--- config.mk ---
export PLATFORM = sky130hd
export DESIGN_NAME = div_issue_ctrl_flat
export DESIGN_NICKNAME = d
export VERILOG_FILES = /design/src/rtl/div_issue_ctrl_if.sv /design/src/rtl/div_issue_ctrl.sv /design/src/flat_wrapper.sv
export SDC_FILE = /design/constraint.sdc
export NUM_CORES = 1
export LEC_CHECK = 0
export CORE_MARGIN = 4
export CORE_UTILIZATION = 51
export DETAILED_ROUTE_END_ITERATION = 12
export PLACE_DENSITY = 0.88
export SETUP_SLACK_MARGIN = 0.2
export SYNTH_ARGS = -nofsm -noshare
export SYNTH_HDL_FRONTEND = slang
export SYNTH_SLANG_ARGS = --single-unit
--- constraint.sdc ---
create_clock -name aclk -period 6.7 [get_ports aclk]
set_input_delay 0.67 -clock aclk [delete_from_list [all_inputs] [get_ports aclk]]
set_output_delay 0.67 -clock aclk [all_outputs]
set_load 0.01 [all_outputs]
--- src/rtl/div_issue_ctrl_if.sv ---
// div_issue_ctrl_if: bundle between the EX stage, the divide issue controller
// and the shared iterative divider core.
//   ex_*        : EX-stage instruction, operands, handshake and flush
//   core_*      : start/abort/operands toward the core, quotient/remainder back
//   ex_stall, div_result, div_res_valid, busy_rd, busy_rd_vld : toward pipeline
// slave modport is the controller's view; master is the surrounding pipeline
// plus core (the testbench drives it).
interface div_issue_ctrl_if #(
  parameter int DATA_W = 32
);
  logic              ex_valid;
  logic              ex_is_div;
  logic [1:0]        ex_div_op;
  logic [DATA_W-1:0] ex_src1;
  logic [DATA_W-1:0] ex_src2;
  logic [4:0]        ex_rd;
  logic              ex_allow_out;
  logic              ex_flush;

  logic              core_start;
  logic              core_signed;
  logic [DATA_W-1:0] core_a;
  logic [DATA_W-1:0] core_b;
  logic              core_abort;
  logic [DATA_W-1:0] core_q;
  logic [DATA_W-1:0] core_r;

  logic              ex_stall;
  logic [DATA_W-1:0] div_result;
  logic              div_res_valid;
  logic [4:0]        busy_rd;
  logic              busy_rd_vld;

  modport slave (
    input  ex_valid, ex_is_div, ex_div_op, ex_src1, ex_src2, ex_rd,
           ex_allow_out, ex_flush, core_q, core_r,
    output core_start, core_signed, core_a, core_b, core_abort,
           ex_stall, div_result, div_res_valid, busy_rd, busy_rd_vld
  );

  modport master (
    output ex_valid, ex_is_div, ex_div_op, ex_src1, ex_src2, ex_rd,
           ex_allow_out, ex_flush, core_q, core_r,
    input  core_start, core_signed, core_a, core_b, core_abort,
           ex_stall, div_result, div_res_valid, busy_rd, busy_rd_vld
  );
endinterface

--- src/rtl/div_issue_ctrl.sv ---
// div_issue_ctrl: sequences the shared iterative divider for div.w/mod.w/
// div.wu/mod.wu in EX. Stalls EX until the result is ready, short-circuits
// divide-by-zero and signed overflow without using the core, aborts on EX
// flush and exports the in-flight rd for RAW hazard detection in ID.
// Ports: aclk, reset (async, active high), bus (div_issue_ctrl_if.slave).
module div_issue_ctrl #(
  parameter int DATA_W     = 32,
  parameter int DIV_CYCLES = 33
) (
  input  logic                aclk,
  input  logic                reset,
  div_issue_ctrl_if.slave     bus
);
  localparam int CNT_W = 6;

  typedef enum logic [1:0] {S_IDLE, S_RUN, S_DONE} state_e;

  state_e              state_q, state_d;
  logic [CNT_W-1:0]    cnt_q, cnt_d;
  logic [1:0]          op_q, op_d;
  logic [4:0]          rd_q, rd_d;
  logic                sgn_q, sgn_d;
  logic [DATA_W-1:0]   a_q, a_d, b_q, b_d, q_q, q_d, r_q, r_d;
  logic                start, core_start_c, core_abort_c;

  localparam logic [DATA_W-1:0] MIN_NEG = {1'b1, {(DATA_W-1){1'b0}}};

  assign start = (state_q == S_IDLE) & bus.ex_valid & bus.ex_is_div & ~bus.ex_flush;

  always_comb begin
    state_d      = state_q;
    cnt_d        = cnt_q;
    op_d         = op_q;
    rd_d         = rd_q;
    sgn_d        = sgn_q;
    a_d          = a_q;
    b_d          = b_q;
    q_d          = q_q;
    r_d          = r_q;
    core_start_c = 1'b0;
    core_abort_c = 1'b0;
    case (state_q)
      S_IDLE: if (start) begin
        op_d  = bus.ex_div_op;
        rd_d  = bus.ex_rd;
        sgn_d = ~bus.ex_div_op[1];
        a_d   = bus.ex_src1;
        b_d   = bus.ex_src2;
        if (bus.ex_src2 == '0) begin
          q_d     = '1;
          r_d     = bus.ex_src1;
          state_d = S_DONE;
        end else if (!bus.ex_div_op[1] && bus.ex_src1 == MIN_NEG && bus.ex_src2 == '1) begin
          q_d     = MIN_NEG;
          r_d     = '0;
          state_d = S_DONE;
        end else begin
          core_start_c = 1'b1;
          cnt_d        = CNT_W'(DIV_CYCLES - 1);
          state_d      = S_RUN;
        end
      end
      S_RUN: begin
        // Counter is loaded on the start edge; the core result is captured on
        // the edge where it steps 1->0, i.e. DIV_CYCLES edges after start.
        if (bus.ex_flush) begin
          core_abort_c = 1'b1;
          cnt_d        = '0;
          state_d      = S_IDLE;
        end else if (cnt_q == CNT_W'(1)) begin
          q_d     = bus.core_q;
          r_d     = bus.core_r;
          cnt_d   = '0;
          state_d = S_DONE;
        end else begin
          cnt_d = cnt_q - CNT_W'(1);
        end
      end
      S_DONE: if (bus.ex_flush || bus.ex_allow_out) state_d = S_IDLE;
      default: state_d = S_IDLE;
    endcase
  end

  always_ff @(posedge aclk or posedge reset) begin
    if (reset) begin
      state_q <= S_IDLE;
      cnt_q   <= '0;
      op_q    <= '0;
      rd_q    <= '0;
      sgn_q   <= 1'b0;
      a_q     <= '0;
      b_q     <= '0;
      q_q     <= '0;
      r_q     <= '0;
    end else begin
      state_q <= state_d;
      cnt_q   <= cnt_d;
      op_q    <= op_d;
      rd_q    <= rd_d;
      sgn_q   <= sgn_d;
      a_q     <= a_d;
      b_q     <= b_d;
      q_q     <= q_d;
      r_q     <= r_d;
    end
  end

  // Operands bypass the latch in the start cycle so they arrive with the pulse.
  assign bus.core_start    = core_start_c;
  assign bus.core_abort    = core_abort_c;
  assign bus.core_signed   = core_start_c ? ~bus.ex_div_op[1] : sgn_q;
  assign bus.core_a        = core_start_c ? bus.ex_src1 : a_q;
  assign bus.core_b        = core_start_c ? bus.ex_src2 : b_q;

  assign bus.ex_stall      = start | (state_q == S_RUN);
  assign bus.div_res_valid = (state_q == S_DONE);
  assign bus.div_result    = (state_q == S_DONE) ? (op_q[0] ? r_q : q_q) : '0;
  assign bus.busy_rd       = (state_q != S_IDLE) ? rd_q : 5'd0;
  assign bus.busy_rd_vld   = (state_q != S_IDLE) & (rd_q != 5'd0);
endmodule

--- src/flat_wrapper.sv ---
// flat-port wrapper written by rule: the top's interface ports become plain ports
module div_issue_ctrl_flat 
#(
  parameter int DATA_W     = 32,
  parameter int DIV_CYCLES = 33
)
  (aclk, reset, bus_ex_valid, bus_ex_is_div, bus_ex_div_op, bus_ex_src1, bus_ex_src2, bus_ex_rd, bus_ex_allow_out, bus_ex_flush, bus_core_q, bus_core_r, bus_core_start, bus_core_signed, bus_core_a, bus_core_b, bus_core_abort, bus_ex_stall, bus_div_result, bus_div_res_valid, bus_busy_rd, bus_busy_rd_vld);
  div_issue_ctrl_if #(.DATA_W(DATA_W)) bus_i ();
  input  logic aclk;
  input  logic reset;
  input wire logic [$bits(bus_i.ex_valid)-1:0] bus_ex_valid;
  input wire logic [$bits(bus_i.ex_is_div)-1:0] bus_ex_is_div;
  input wire logic [$bits(bus_i.ex_div_op)-1:0] bus_ex_div_op;
  input wire logic [$bits(bus_i.ex_src1)-1:0] bus_ex_src1;
  input wire logic [$bits(bus_i.ex_src2)-1:0] bus_ex_src2;
  input wire logic [$bits(bus_i.ex_rd)-1:0] bus_ex_rd;
  input wire logic [$bits(bus_i.ex_allow_out)-1:0] bus_ex_allow_out;
  input wire logic [$bits(bus_i.ex_flush)-1:0] bus_ex_flush;
  input wire logic [$bits(bus_i.core_q)-1:0] bus_core_q;
  input wire logic [$bits(bus_i.core_r)-1:0] bus_core_r;
  output wire logic [$bits(bus_i.core_start)-1:0] bus_core_start;
  output wire logic [$bits(bus_i.core_signed)-1:0] bus_core_signed;
  output wire logic [$bits(bus_i.core_a)-1:0] bus_core_a;
  output wire logic [$bits(bus_i.core_b)-1:0] bus_core_b;
  output wire logic [$bits(bus_i.core_abort)-1:0] bus_core_abort;
  output wire logic [$bits(bus_i.ex_stall)-1:0] bus_ex_stall;
  output wire logic [$bits(bus_i.div_result)-1:0] bus_div_result;
  output wire logic [$bits(bus_i.div_res_valid)-1:0] bus_div_res_valid;
  output wire logic [$bits(bus_i.busy_rd)-1:0] bus_busy_rd;
  output wire logic [$bits(bus_i.busy_rd_vld)-1:0] bus_busy_rd_vld;
  assign bus_i.ex_valid = bus_ex_valid;
  assign bus_i.ex_is_div = bus_ex_is_div;
  assign bus_i.ex_div_op = bus_ex_div_op;
  assign bus_i.ex_src1 = bus_ex_src1;
  assign bus_i.ex_src2 = bus_ex_src2;
  assign bus_i.ex_rd = bus_ex_rd;
  assign bus_i.ex_allow_out = bus_ex_allow_out;
  assign bus_i.ex_flush = bus_ex_flush;
  assign bus_i.core_q = bus_core_q;
  assign bus_i.core_r = bus_core_r;
  assign bus_core_start = bus_i.core_start;
  assign bus_core_signed = bus_i.core_signed;
  assign bus_core_a = bus_i.core_a;
  assign bus_core_b = bus_i.core_b;
  assign bus_core_abort = bus_i.core_abort;
  assign bus_ex_stall = bus_i.ex_stall;
  assign bus_div_result = bus_i.div_result;
  assign bus_div_res_valid = bus_i.div_res_valid;
  assign bus_busy_rd = bus_i.busy_rd;
  assign bus_busy_rd_vld = bus_i.busy_rd_vld;
  div_issue_ctrl #(.DATA_W(DATA_W), .DIV_CYCLES(DIV_CYCLES)) u_core (.aclk(aclk), .reset(reset), .bus(bus_i));
endmodule
Word-level counts from Yosys, hierarchy flattened
Cells that the tools add are included.
{ "totals": {"out_inout_bits": 107, "input_bits": 141, "elab_cells": 80, "reg_bits": 143} }
{ "classes": {"n_addsub": 1, "n_eq_ne": 13, "n_reduce_logical": 13, "bitwise": 7, "n_mux": 37} }
{ "ops": {"columns": ["op", "n"], "rows": [
  ["$mux 32", 14],
  ["$pmux 32 s2", 2],
  ["$eq 32x32->1 const B", 2],
  ["$logic_not 32->1", 1],
  ["$mux 6", 5],
  ["$mux 2", 6],
  ["$pmux 6 s2", 1],
  ["$mux 1", 7],
  ["$eq 6x1->1 const B", 1],
  ["$ne 2x1->1 const B", 3],
  ["$ne 2x2->1 const B", 3],
  ["$pmux 2 s3", 1],
  ["$sub 6x1->6 const B", 1],
  ["$mux 5", 1],
  ["$reduce_and 5->1", 1],
  ["$reduce_bool 5->1", 1],
  ["$and 1x1->1", 4],
  ["$reduce_and 4->1", 1],
  ["$reduce_bool 2->1", 2],
  ["$ne 3x2->1 const B", 1],
  ["$ne 3x3->1 const B", 1],
  ["$reduce_and 3->1", 1],
  ["$eq 2x1->1 const B", 1],
  ["$eq 2x2->1 const B", 1],
  ["7 further kinds", 9]
]} }

Logic depth before layout (Yosys ltp)
{ "logic_depth": {"word_depth": 8, "ltp_mapped": 9, "depth_no_buf": 7} }

Worst setup path before layout
No wires, ideal clock.
{ "synth_path": {"path_kind": "in2out", "start": "input port bus_ex_src1[8]", "end": "output port bus_core_a[0]", "path_slack_ps": 3460, "stages": 8, "arrival_ps": 2570, "required_ps": 6030, "path_cell_list": "or4_1 nor4_1 nand3_1 o31a_1 and2_1 buf_6 buf_6 mux2_4"} }
{ "synth_between": {"elab_chain_len": 8} }
{ "synth_lines": {"columns": ["element", "line_no", "rtl"], "rows": [
  ["start, declared", "flat_wrapper.sv:14", "input wire logic [$bits(bus_i.ex_src1)-1:0] bus_ex_src1;"],
  ["$eq 32x32->1", "div_issue_ctrl.sv:53", "end else if (!bus.ex_div_op[1] && bus.ex_src1 == MIN_NEG && bus.ex_src2 == '1) begin"],
  ["$logic_and 1x1->1 (2 in series)", "div_issue_ctrl.sv:53", null],
  ["$mux 1", "div_issue_ctrl.sv:53", null],
  ["$mux 1", "div_issue_ctrl.sv:49", "if (bus.ex_src2 == '0) begin"],
  ["$mux 1", "div_issue_ctrl.sv:43", "S_IDLE: if (start) begin"],
  ["$mux 1", "div_issue_ctrl.sv:42", "case (state_q)"],
  ["$mux 32", "div_issue_ctrl.sv:112", "assign bus.core_a = core_start_c ? bus.ex_src1 : a_q;"],
  ["end, declared", "flat_wrapper.sv:23", "output wire logic [$bits(bus_i.core_a)-1:0] bus_core_a;"]
]} }
Every way passes these cells.

Final worst setup path
{ "layout_path": {"start": "input port bus_ex_src1[8]", "end": "output port bus_core_a[19]"} }
The elaborated chain is that of the path after synthesis.

==> reports/qor.csv <==
metric,value,unit
cts_inserted_buffers,17,
synthToLayoutAreaGrowth,39.4,%
antenna_left,0,
min_to,u_core.b_q[22],
initial_core_util,52.1,%
hpwl,16.1,mm
core,0.0152,mm^2
powerDensity,272,mW/mm^2
num_vias,6800,
cap_viol_max_count,0,
netlist_area,0.00791,mm^2
clkSinkCount,143,
drive_above_1_share,14.1,%
min_path_cells,2,
crit_fanout,50,
synth-edff-count,0,
dieWidth,133,um
min_period,5.05,ns
post-cts-setup-buffer-count,0,
rrSetupSlack,3.12,ns
yosys-top-cells-count,"nand2_1, dfrtp_1, mux2i_1",
drt-vias-per-instance,5.59,
rsz0062_at_grt,no,
clk_pin_slew,0.06,ns
synth.largest_area_cell,dfrtp_1,
worstHoldStart,u_core.b_q[22],
fin_hold_ws,0.478,ns
clk_path_buf_depth,2,
startpoint_type,input pin,
die_height,133,um
yosysTopAreaCellShare,45.2,%
synth-seq-area-share,45.2,%
worstSkewPairLatency,0.42,ns
fin_skew,0.0156,ns
drv_slew,0,
fin_ws,1.65,ns
gp_congestion,0.832,
overflow,0,
synth_ff_type,dfrtp_1,
drcViolationCount,0,
wire_per_inst,19.3,um
rows,45,
endpoint_kind,output pin,
root_buffer,clkbuf_16,
p_total,3000,uW
setup_viol,0,
yosysMostFrequentCell,nand2_1,
worstPathArrival,4.38,ns
ctsResizeCount,0,
syn_inst,797,
dp_slack,1.61,ns
nets,1160,
hold_class,reg -> reg,
r2r_end,u_core.r_q[7],
syn_area_per_cell,9.93,um^2
grt_max_degree,80,
path_class,in -> out,
finalSetupTns,0,ns
hold_viol,0,
crit_required,6.03,ns
drt-total-wl,23.4,mm
syn_nets,940,
fin_crit_sh,75.3,%
htree_levels,4,
finalNonFillerCells,1217,
fmaxAchievable,198,MHz
dp_cells,1186,
status,completed,
worst_pin_slew,1.08,ns
die_area,0.0176,mm^2
slew_headroom,27.9,%
first_global_vias,7084,
top_level_ports,248,
dr.pass1.iters,5,
n_antenna_cell,0,
ys_warn_count,0,
async_flop_share,100,%
yosysUniqueCellTypes,37,
antenna_found_initial,0,
grt_use_total,26.7,%
drt-initial-drc-count,481,
p_leak,0.00486,uW
synthTopCellsByArea,"dfrtp_1, mux2_4, nand2_1",
grt_pass1_wl,37.9,mm
synth-seq-cells,143,
cp-startpoint,bus_ex_src1[8],
r2r-start,u_core.state_q[1],
peakVddDrop,173,uV
cts.hold.buffers_added,0,
r2r_cells,7,
cts_tree,done,
port-buffer-count,247,
routing by layer:
| layer | up-vias | GRT usage (%) | part of all wire, % |
|---|---|---|---|
| met5 | - | 0 | 0 |
| met4 | 0 | 7.97 | 1.9 |
| met3 | 33 | 5.67 | 6.0 |
| met2 | 279 | 45.0 | 50 |
| met1 | 3341 | 34.8 | 42 |
| li1 | 3147 | - | - |
layout by cell type, fill, tap and decap left out, drive strengths merged, types with 3 or more instances in the layout:
cell type / netlist / routed
clkinvlp: 0 / 3
buf: 21 / 9
mux2: 96 / 96
inv: 37 / 39
or3: 3 / 3
a22o: 32 / 32
nand4b: 3 / 3
nor2b: 7 / 7
clkinv: 0 / 5
a21oi: 36 / 36
nor4: 15 / 15
o21ai: 6 / 6
clkdlybuf4s50: 0 / 247
nor3: 4 / 4
mux2i: 64 / 64
nand2: 215 / 215
dfrtp: 143 / 143
nor2: 43 / 43
nand2b: 6 / 6
o221ai: 3 / 3
nand3: 3 / 3
nand4: 8 / 8
bufinv: 0 / 3
clkbuf: 34 / 18
registers in the layout (all words and copies together) (netlist names):
| name | flops |
|---|---|
| u_core.a_q | 32 |
| u_core.b_q | 32 |
| u_core.q_q | 32 |
| u_core.r_q | 32 |
| u_core.cnt_q | 6 |
| u_core.rd_q | 5 |
| u_core.state_q | 2 |
| u_core.op_q | 1 |
| u_core.sgn_q | 1 |
how the worst max path moves through the flow:
stage | end | slack (ns) | cells past startpoint
final | bus_core_a[19] | 1.65 | 9
after global routing | bus_core_a[19] | 1.49 | 9
after CTS | bus_core_a[19] | 1.60 | 9
after detailed placement | bus_core_a[19] | 1.61 | 9
after global placement | bus_core_a[13] | 1.69 | 9
after floorplan | u_core.a_q[0] | 2.19 | 1
cell type report:
cell class                      instances  area [um^2]
Fill cell                            1061         4170
Multi-Input combinational cell        562         3930
Sequential cell                       143         3580
Timing Repair Buffer                  256         2540
Clock buffer                           18          439
Tap cell                              188          235
Clock inverter                         13          163
Inverter                               37          144
cells by family (layout without fill, tap and decap cells):
logic type / after synthesis / after routing / synth area share (%)
flops: 143 / 143 / 45.2
buf+inv: 92 / 324 / 5.61
mux: 160 / 160 / 24.6
fa+ha+maj: 2 / 2 / 0.316
compound gates: 86 / 86 / 7.48
simple gates: 314 / 314 / 16.7
report_power, final:
part           internal [uW]  switching, uW
clock network            594            372
registers               1030            143
logic                    511            348
total                   2140            863
per-stage QoR:
stage,cell area (um^2),utilization [%]
floorplan,7910,-
global placement,10400,68.6
detailed placement,10400,68.6
CTS,11000,72.5
global route,11000,72.5
finish,11000,72.5
critical path, stage by stage:
cell	delay (ns)
clkdlybuf4s50_1	0.47
or4_1	0.60
nor4_1	0.37
nand3_1	0.12
o31a_1	0.38
and2_4	0.33
buf_4	0.46
mux2_4	0.42
clkdlybuf4s50_1	0.52
No activity file was read; power rests on OpenSTA's default activity.
